$ cat config.mk
export PLATFORM = sky130hd
export DESIGN_NAME = count_sampler
export DESIGN_NICKNAME = d
export VERILOG_FILES = /design/src/rtl/count_sampler.sv
export SDC_FILE = /design/constraint.sdc
export NUM_CORES = 1
export LEC_CHECK = 0
export ABC_AREA = 1
export BUFFER_PORTS_ARGS = -buffer_cell sky130_fd_sc_hd__buf_2
export CAP_MARGIN = 0
export CORE_MARGIN = 2
export CORE_UTILIZATION = 54
export CTS_CLUSTER_DIAMETER = 200
export DETAILED_ROUTE_END_ITERATION = 7
export HOLD_SLACK_MARGIN = 0.03
export PLACE_DENSITY = 0.73
export SLEW_MARGIN = 20
export SYNTH_ARGS = -nofsm -noshare
export SYNTH_HDL_FRONTEND = slang
export SYNTH_SLANG_ARGS = --single-unit
$ cat constraint.sdc
create_clock -name Clk_i -period 4.5 [get_ports Clk_i]
set_input_delay 1.35 -clock Clk_i [delete_from_list [all_inputs] [get_ports Clk_i]]
set_output_delay 1.35 -clock Clk_i [all_outputs]
set_load 0.005 [all_outputs]
$ cat src/rtl/count_sampler.sv
// rtl/count_sampler.sv - captures every change of a counter value into a small FIFO with a jump flag
// Head sample is held in its own register so Data_o/Jump_o only move on a pop or a push into empty.
module count_sampler #(
  parameter logic [31:0] InitVal = 32'd8,
  parameter logic [31:0] EndVal  = 32'd64,
  parameter int unsigned Depth   = 4
) (
  input  logic                     Clk_i,
  input  logic                     Reset_i,
  input  logic [31:0]              Data_i,
  output logic [31:0]              Data_o,
  output logic                     Jump_o,
  output logic                     Valid_o,
  input  logic                     Ready_i,
  output logic [$clog2(Depth):0]   Level_o,
  output logic                     Overflow_o,
  output logic                     Done_o
);

  localparam int unsigned AW = $clog2(Depth);
  localparam int unsigned LW = AW + 1;

  logic [32:0]   mem_q [Depth];
  logic [AW-1:0] wr_q, wr_d;
  logic [AW-1:0] rd_q, rd_d;
  logic [AW-1:0] rd_next;
  logic [LW-1:0] lvl_q, lvl_d;
  logic [31:0]   prev_q;
  logic [31:0]   head_data_q, head_data_d;
  logic          head_jump_q, head_jump_d;
  logic          ovf_q, ovf_d;
  logic          done_q, done_d;
  logic          empty, full, push, pop, jump, wr_en;

  always_comb begin
    empty       = (lvl_q == '0);
    full        = (lvl_q == LW'(Depth));
    push        = (Data_i != prev_q);
    jump        = (Data_i != (prev_q + 32'd1));
    pop         = !empty && Ready_i;
    // A full FIFO still accepts a sample when the head leaves in the same cycle.
    wr_en       = push && (!full || pop);
    rd_next     = rd_q + AW'(1);

    wr_d        = wr_q;
    rd_d        = rd_q;
    lvl_d       = lvl_q;
    head_data_d = head_data_q;
    head_jump_d = head_jump_q;
    ovf_d       = ovf_q || (push && full && !pop);
    done_d      = done_q || (Data_i == EndVal);

    if (pop) begin
      rd_d = rd_next;
    end
    if (wr_en) begin
      wr_d = wr_q + AW'(1);
    end

    case ({wr_en, pop})
      2'b10:   lvl_d = lvl_q + LW'(1);
      2'b01:   lvl_d = lvl_q - LW'(1);
      default: lvl_d = lvl_q;
    endcase

    // The new sample becomes the head only if nothing older remains after this cycle.
    if (wr_en && (empty || (pop && lvl_q == LW'(1)))) begin
      head_data_d = Data_i;
      head_jump_d = jump;
    end else if (pop && lvl_q > LW'(1)) begin
      head_data_d = mem_q[rd_next][32:1];
      head_jump_d = mem_q[rd_next][0];
    end
  end

  always_ff @(posedge Clk_i) begin
    if (Reset_i) begin
      wr_q        <= '0;
      rd_q        <= '0;
      lvl_q       <= '0;
      prev_q      <= InitVal;
      head_data_q <= '0;
      head_jump_q <= 1'b0;
      ovf_q       <= 1'b0;
      done_q      <= 1'b0;
    end else begin
      wr_q        <= wr_d;
      rd_q        <= rd_d;
      lvl_q       <= lvl_d;
      prev_q      <= Data_i;
      head_data_q <= head_data_d;
      head_jump_q <= head_jump_d;
      ovf_q       <= ovf_d;
      done_q      <= done_d;
    end
  end

  // Storage needs no reset: an entry is only read after it has been written.
  always_ff @(posedge Clk_i) begin
    if (!Reset_i && wr_en) begin
      mem_q[wr_q] <= {Data_i, jump};
    end
  end

  assign Data_o     = head_data_q;
  assign Jump_o     = head_jump_q;
  assign Valid_o    = !empty;
  assign Level_o    = lvl_q;
  assign Overflow_o = ovf_q;
  assign Done_o     = done_q;

endmodule

==> impl_metrics.json, run 1 <==
{
  "place_congestion": 0.966,
  "peakVddDrop_mv": 0.356,
  "status": "complete, no violations",
  "p_leak_nw": 4.34,
  "synth_top_flop_cell": "edfxtp_1",
  "drt-initial-drc-count": 605,
  "synthCells": 1090,
  "dp_hpwl_um": 16400,
  "synth_most_common_cell": "nand2_1",
  "hold_viol": 0,
  "drt_pre_antenna_iters": 5,
  "synth_cell_types": 42,
  "synth_area_leaders": "edfxtp_1 41%, dfxtp_1 15%, nand2_1 10%",
  "drc": 0,
  "cts-hold-fix-buffers": 0,
  "worst_setup_path_start_kind": "input port",
  "grt_setup_unrepaired": "no",
  "grt_pass1_vias": 6965,
  "cts_buffers": 22,
  "clockRootBuffer": "clkbuf_16",
  "worstReg2RegEnd": "mem_q[2][21]",
  "rrSetupSlack_ns": 1.77,
  "cts.path.max_buffers": 3,
  "fin_util_pct": 62.9,
  "timing.rr.start": "prev_q[29]",
  "core_area_um2": 17400,
  "dpl-instance-area_um2": 10100,
  "synthArstFlopShare_pct": 0,
  "antenna_found_initial": 0,
  "die_area_um2": 18800,
  "slew_headroom_pct": 28.2,
  "timing.fmax_mhz": 295,
  "synth_top_area_share_pct": 41.3,
  "holdPathEnd": "Overflow_o",
  "drive_gt1_share_pct": 13.3,
  "fin_crit_ns": 3.39,
  "hp-start": "Overflow_o",
  "maxSlewViolCount": 0,
  "met1_usage_pct": 36.9,
  "finalClockSkew_ns": 0.0103,
  "fin_crit_sh_pct": 75.2,
  "path_class": "in2reg",
  "path_clk_slew_ns": 0.06,
  "synth_top_area_cell": "edfxtp_1",
  "gr-usage-met3_pct": 3.24,
  "holdPathStages": 2,
  "wirelength_um": 24100,
  "synth_area_um2": 9590,
  "fin_total_pwr_mw": 5.30,
  "num_antenna_cells": 0,
  "placementRows": 48,
  "syn-num-nets": 1134,
  "ant_nets": 0,
  "layout.nets": 1206,
  "worstPathArrival_ns": 3.50,
  "powerDensity_nw_per_um2": 486,
  "ys_ff_latch": 206,
  "holdWs_ns": 0.467,
  "worstSkewPairLatency_ns": 0.50,
  "avgViaCountPerCell": 5.38,
  "final_area_um2": 10900,
  "cp_max_fo": 33,
  "setup_tns_ns": 0,
  "cts_resized": 0,
  "critPathRequiredTime_ns": 4.61,
  "start_util_pct": 55.3,
  "grt_busiest_layer": "met2",
  "grt_pass1_wl_um": 37100,
  "hold_path_class": "reg2reg",
  "tightest_slew_ns": 1.07,
  "num_io_pins": 74,
  "htree_levels": 1,
  "grt_usage_pct": 25.7,
  "setup_viol": 0,
  "die_w_um": 137,
  "area_delta_synth_final_pct": 13.8,
  "synth_edf_count": 132,
  "cp-end-kind": "register",
  "drt-wirelength-per-cell_um": 17.2,
  "drv_cap": 0,
  "portBuffers": 73,
  "synth_warnings": 0,
  "vias": 7546,
  "ys_top_cells_by_count": "261 x nand2_1, 216 x nor2_1, 132 x edfxtp_1",
  "grt_max_degree": 69,
  "die_h_um": 137,
  "cts_tree": "yes",
  "yosysSeqAreaShare_pct": 56.8,
  "clkSinkCount": 206,
  "avgSynthCellArea_um2": 8.80,
  "postCtsSetupBuffers": 0,
  "grt_overflow": 0,
  "ff2ff_path_depth": 11,
  "met2_usage_pct": 41.3
}
cells by family (layout without fill, tap and decap cells):
kind of cell / Yosys count / in the layout / synth area share, %
XOR/XNOR: 44 / 44 / 4.17
flip-flops: 206 / 206 / 56.8
AND/OR/NAND/NOR: 555 / 555 / 23.4
adder cells (fa/ha/maj): 9 / 9 / 1.17
buffers and inverters: 122 / 210 / 5.41
AO/OA/AOI/OAI: 154 / 154 / 9.08
layer usage:
layer,wire length (um),share of wire [%]
met1,11100,46
met2,11000,45
met3,1480,6.1
met4,614,2.5
met5,0,0
metrics by stage:
step | setup slack, ns | cells
2_1_floorplan | 0.514 | 1090
3_3_place_gp | 0.632 | 1360
3_5_place_dp | 0.552 | 1360
4_1_cts | 1.05 | 1400
5_1_grt | 0.875 | 1403
6_report | 1.11 | 1403
where the power goes:
part           internal (mW)  switching (mW)  total, mW
sequential              2.21           0.126       2.34
clock                   1.05           0.706       1.76
combinational          0.399           0.808       1.21
total                   3.66            1.64       5.30
area by class of cell:
class                   count  area [um^2]
well taps                 225          282
flip-flops and latches    206         5450
clock inverters             9         93.8
multi-input cells         762         3660
repair buffers             83          500
clock buffers              31          606
inverters                  87          328
fillers                  1491         6440
critical path, stage by stage:
cell,delay (ns)
buf_2,0.14
xor2_1,0.31
inv_2,0.07
nand2_1,0.06
nor2_1,0.04
nand2_1,0.06
nor2_2,0.06
nand2_2,0.07
nand2_1,0.11
inv_2,0.10
nand2_1,0.22
nor2_4,0.89
cells in the final DEF, fill, tap and decap left out, types with 7 or more instances in the layout:
cell type,count
a21oi_1,56
buf_2,73
buf_4,7
clkbuf_1,8
clkbuf_16,23
dfxtp_1,73
edfxtp_1,132
ha_1,9
inv_1,80
nand2_1,261
nand3_1,37
nand4_1,9
nor2_1,211
nor2_2,11
o21ai_0,60
o21ai_2,10
xnor2_1,33
xor2_1,9
sequential cells by signal, summed over array words and instances, names as in the netlist:
register,count
Overflow_o,1
rd_q,2
Level_o,3
wr_q,2
mem_q,132
Jump_o,1
Done_o,1
Data_o,32
prev_q,32
worst max-delay path by stage:
| stage | cells after the start | slack (ns) | end | start |
|---|---|---|---|---|
| 6_report | 12 | 1.11 | mem_q[2][21] | Data_i[29] |
| 4_1_cts | 12 | 1.05 | mem_q[1][21] | Data_i[29] |
| 2_1_floorplan | 11 | 0.51 | mem_q[0][0] | Data_i[29] |
| 3_3_place_gp | 12 | 0.63 | mem_q[1][21] | Data_i[29] |
| 5_1_grt | 12 | 0.88 | mem_q[2][21] | Data_i[29] |
| 3_5_place_dp | 12 | 0.55 | mem_q[1][21] | Data_i[29] |
No activity file was read; power rests on OpenSTA's default activity.
==> run 2, diff against run 1 <==
--- a/config.mk
+++ b/config.mk
@@ -13,7 +13,7 @@
 export CTS_CLUSTER_DIAMETER = 200
 export DETAILED_ROUTE_END_ITERATION = 7
 export HOLD_SLACK_MARGIN = 0.03
-export PLACE_DENSITY = 0.73
+export PLACE_DENSITY = 0.76
 export SLEW_MARGIN = 20
 export SYNTH_ARGS = -nofsm -noshare
 export SYNTH_HDL_FRONTEND = slang
==> constraint.sdc (replaced) <==
create_clock -name Clk_i -period 2.75 [get_ports Clk_i]
set_input_delay 0.825 -clock Clk_i [delete_from_list [all_inputs] [get_ports Clk_i]]
set_output_delay 0.825 -clock Clk_i [all_outputs]
set_load 0.005 [all_outputs]
==> impl_metrics.json, run 2 (synthesized netlist as in run 1, its figures left out) <==
{
  "cts-hold-fix-buffers": 0,
  "path_cells": "buf_2 > xnor2_2 > nand2_1 > nor2_1 > nand2_1 > nor2_2 > nand2_2 > nand2_2 > inv_2 > nand2_1 > buf_4 > nor2_4",
  "finalClockSkew_ns": 0.0222,
  "setup_tns_ns": 0,
  "fin_total_pwr_mw": 9.07,
  "cts_buffers": 22,
  "worstPathArrival_ns": 2.72,
  "placementRows": 48,
  "cp_slowest_cell": "nor2_4",
  "setup_viol": 0,
  "pwr-share-clk_pct": 33.1,
  "critPathRequiredTime_ns": 2.85,
  "power.switching_mw": 2.82,
  "die_w_um": 137,
  "maxSlewViolCount": 0,
  "grt_usage_pct": 28.7,
  "fin_util_pct": 65.9,
  "num_io_pins": 74,
  "cp-end-kind": "register",
  "power.internal_mw": 6.25,
  "cts_resized": 0,
  "timing.fmax_mhz": 382,
  "antenna_found_initial": 0,
  "drc": 0,
  "hold_path_class": "reg2reg",
  "powerDensity_nw_per_um2": 794,
  "wirelength_um": 26600,
  "grt_pass1_wl_um": 40800,
  "layout.nets": 1265,
  "grt_setup_unrepaired": "no",
  "worst_setup_path_start_kind": "input port",
  "avgViaCountPerCell": 5.46,
  "area_delta_synth_final_pct": 19.2,
  "drt-wirelength-per-cell_um": 18.2,
  "final_cell_mix": "259 x nand2_1, 211 x nor2_1, 132 x edfxtp_1",
  "start_util_pct": 55.3,
  "grt_pass1_vias": 7569,
  "slew_headroom_pct": 28.1,
  "cp_top_family": "simple AND/OR/NAND/NOR gates",
  "largest-register": "mem_q",
  "peakVddDrop_mv": 0.630,
  "dp_slack_ns": -0.422,
  "finalWorstSetupSlack_ns": 0.132,
  "postCtsSetupBuffers": 0,
  "max_stage_delay_ns": 0.81,
  "hold_viol": 0,
  "share_comb_of_total_power_pct": 24.9,
  "final_cells": 1463,
  "holdWs_ns": 0.472,
  "die_h_um": 137,
  "status": "complete, no violations",
  "place_congestion": 0.995,
  "final_area_um2": 11400,
  "clockRootBuffer": "clkbuf_16",
  "htree_levels": 1,
  "seq_power_share_pct": 42.0,
  "drt_pre_antenna_iters": 7,
  "placedCellCount": 1421,
  "critPathBufInv": 3,
  "drt-initial-drc-count": 680,
  "p_leak_nw": 4.67,
  "ant_nets": 0,
  "fin_crit_ns": 2.62,
  "dp_hpwl_um": 19100,
  "dpl-instance-area_um2": 10600,
  "crit_top_cell": "nand2_1",
  "vias": 7992,
  "path_clk_slew_ns": 0.06,
  "cts_tree": "yes",
  "path_class": "in2reg",
  "largest_reg_flops": 132,
  "cp_max_fo": 33,
  "fin_crit_sh_pct": 95.2,
  "drv_cap": 0,
  "mostFrequentLayoutCell": "nand2_1",
  "portBuffers": 73,
  "swShare_pct": 31.1,
  "core_area_um2": 17400,
  "grt_max_degree": 69,
  "clkSinkCount": 206,
  "grt_overflow": 0,
  "tightest_slew_ns": 1.08,
  "die_area_um2": 18800,
  "cts.path.max_buffers": 3,
  "drive_gt1_share_pct": 18.4,
  "worstSkewPairLatency_ns": 0.51
}
-- run 2: final timing paths --
check,slack [ns],from,cells after the start,end
setup / recovery,0.13,Data_i[4],12,mem_q[2][13]
hold / removal,0.47,Data_o[12],2,Data_o[12]
setup reg to reg,0.20,prev_q[2],11,mem_q[2][13]
hold reg to reg,0.47,Data_o[12],2,Data_o[12]
-- run 2: worst reg2reg max path, cell delays in order, from the launching register on --
cell and delay (ns):
dfxtp_1 0.44, xnor2_1 0.13, nand2_1 0.08, nor2_1 0.07, nand2_2 0.10, nor2_2 0.06
nand2_2 0.09, nand2_2 0.07, inv_2 0.06, nand2_1 0.06, buf_4 0.17, nor2_4 0.81
-- run 2: power groups by stage --
stage | logic (mW) | registers (mW) | clock network (mW)
6_report | 2.26 | 3.81 | 3.00
5_1_grt | 2.50 | 3.85 | 3.14
4_1_cts | 2.23 | 3.81 | 3.02
3_5_place_dp | 2.21 | 3.87 | 0
3_3_place_gp | 2.16 | 3.86 | 0
2_1_floorplan | 1.39 | 3.83 | 0
-- run 2: layout make-up --
type	count	area [um^2]
diodes	1	2.50
clock buffers	26	587
clock inverters	14	149
fillers	1365	5920
inverters	87	330
multi-input cells	762	3690
flip-flops and latches	206	5450
well taps	225	282
repair buffers	142	941
-- run 2: routing by layer --
layer | GRT usage [%] | routed length [um]
met5 | 0 | 0
met4 | 8.65 | 689
met3 | 4.97 | 2330
met2 | 45.3 | 12100
met1 | 40.6 | 11400
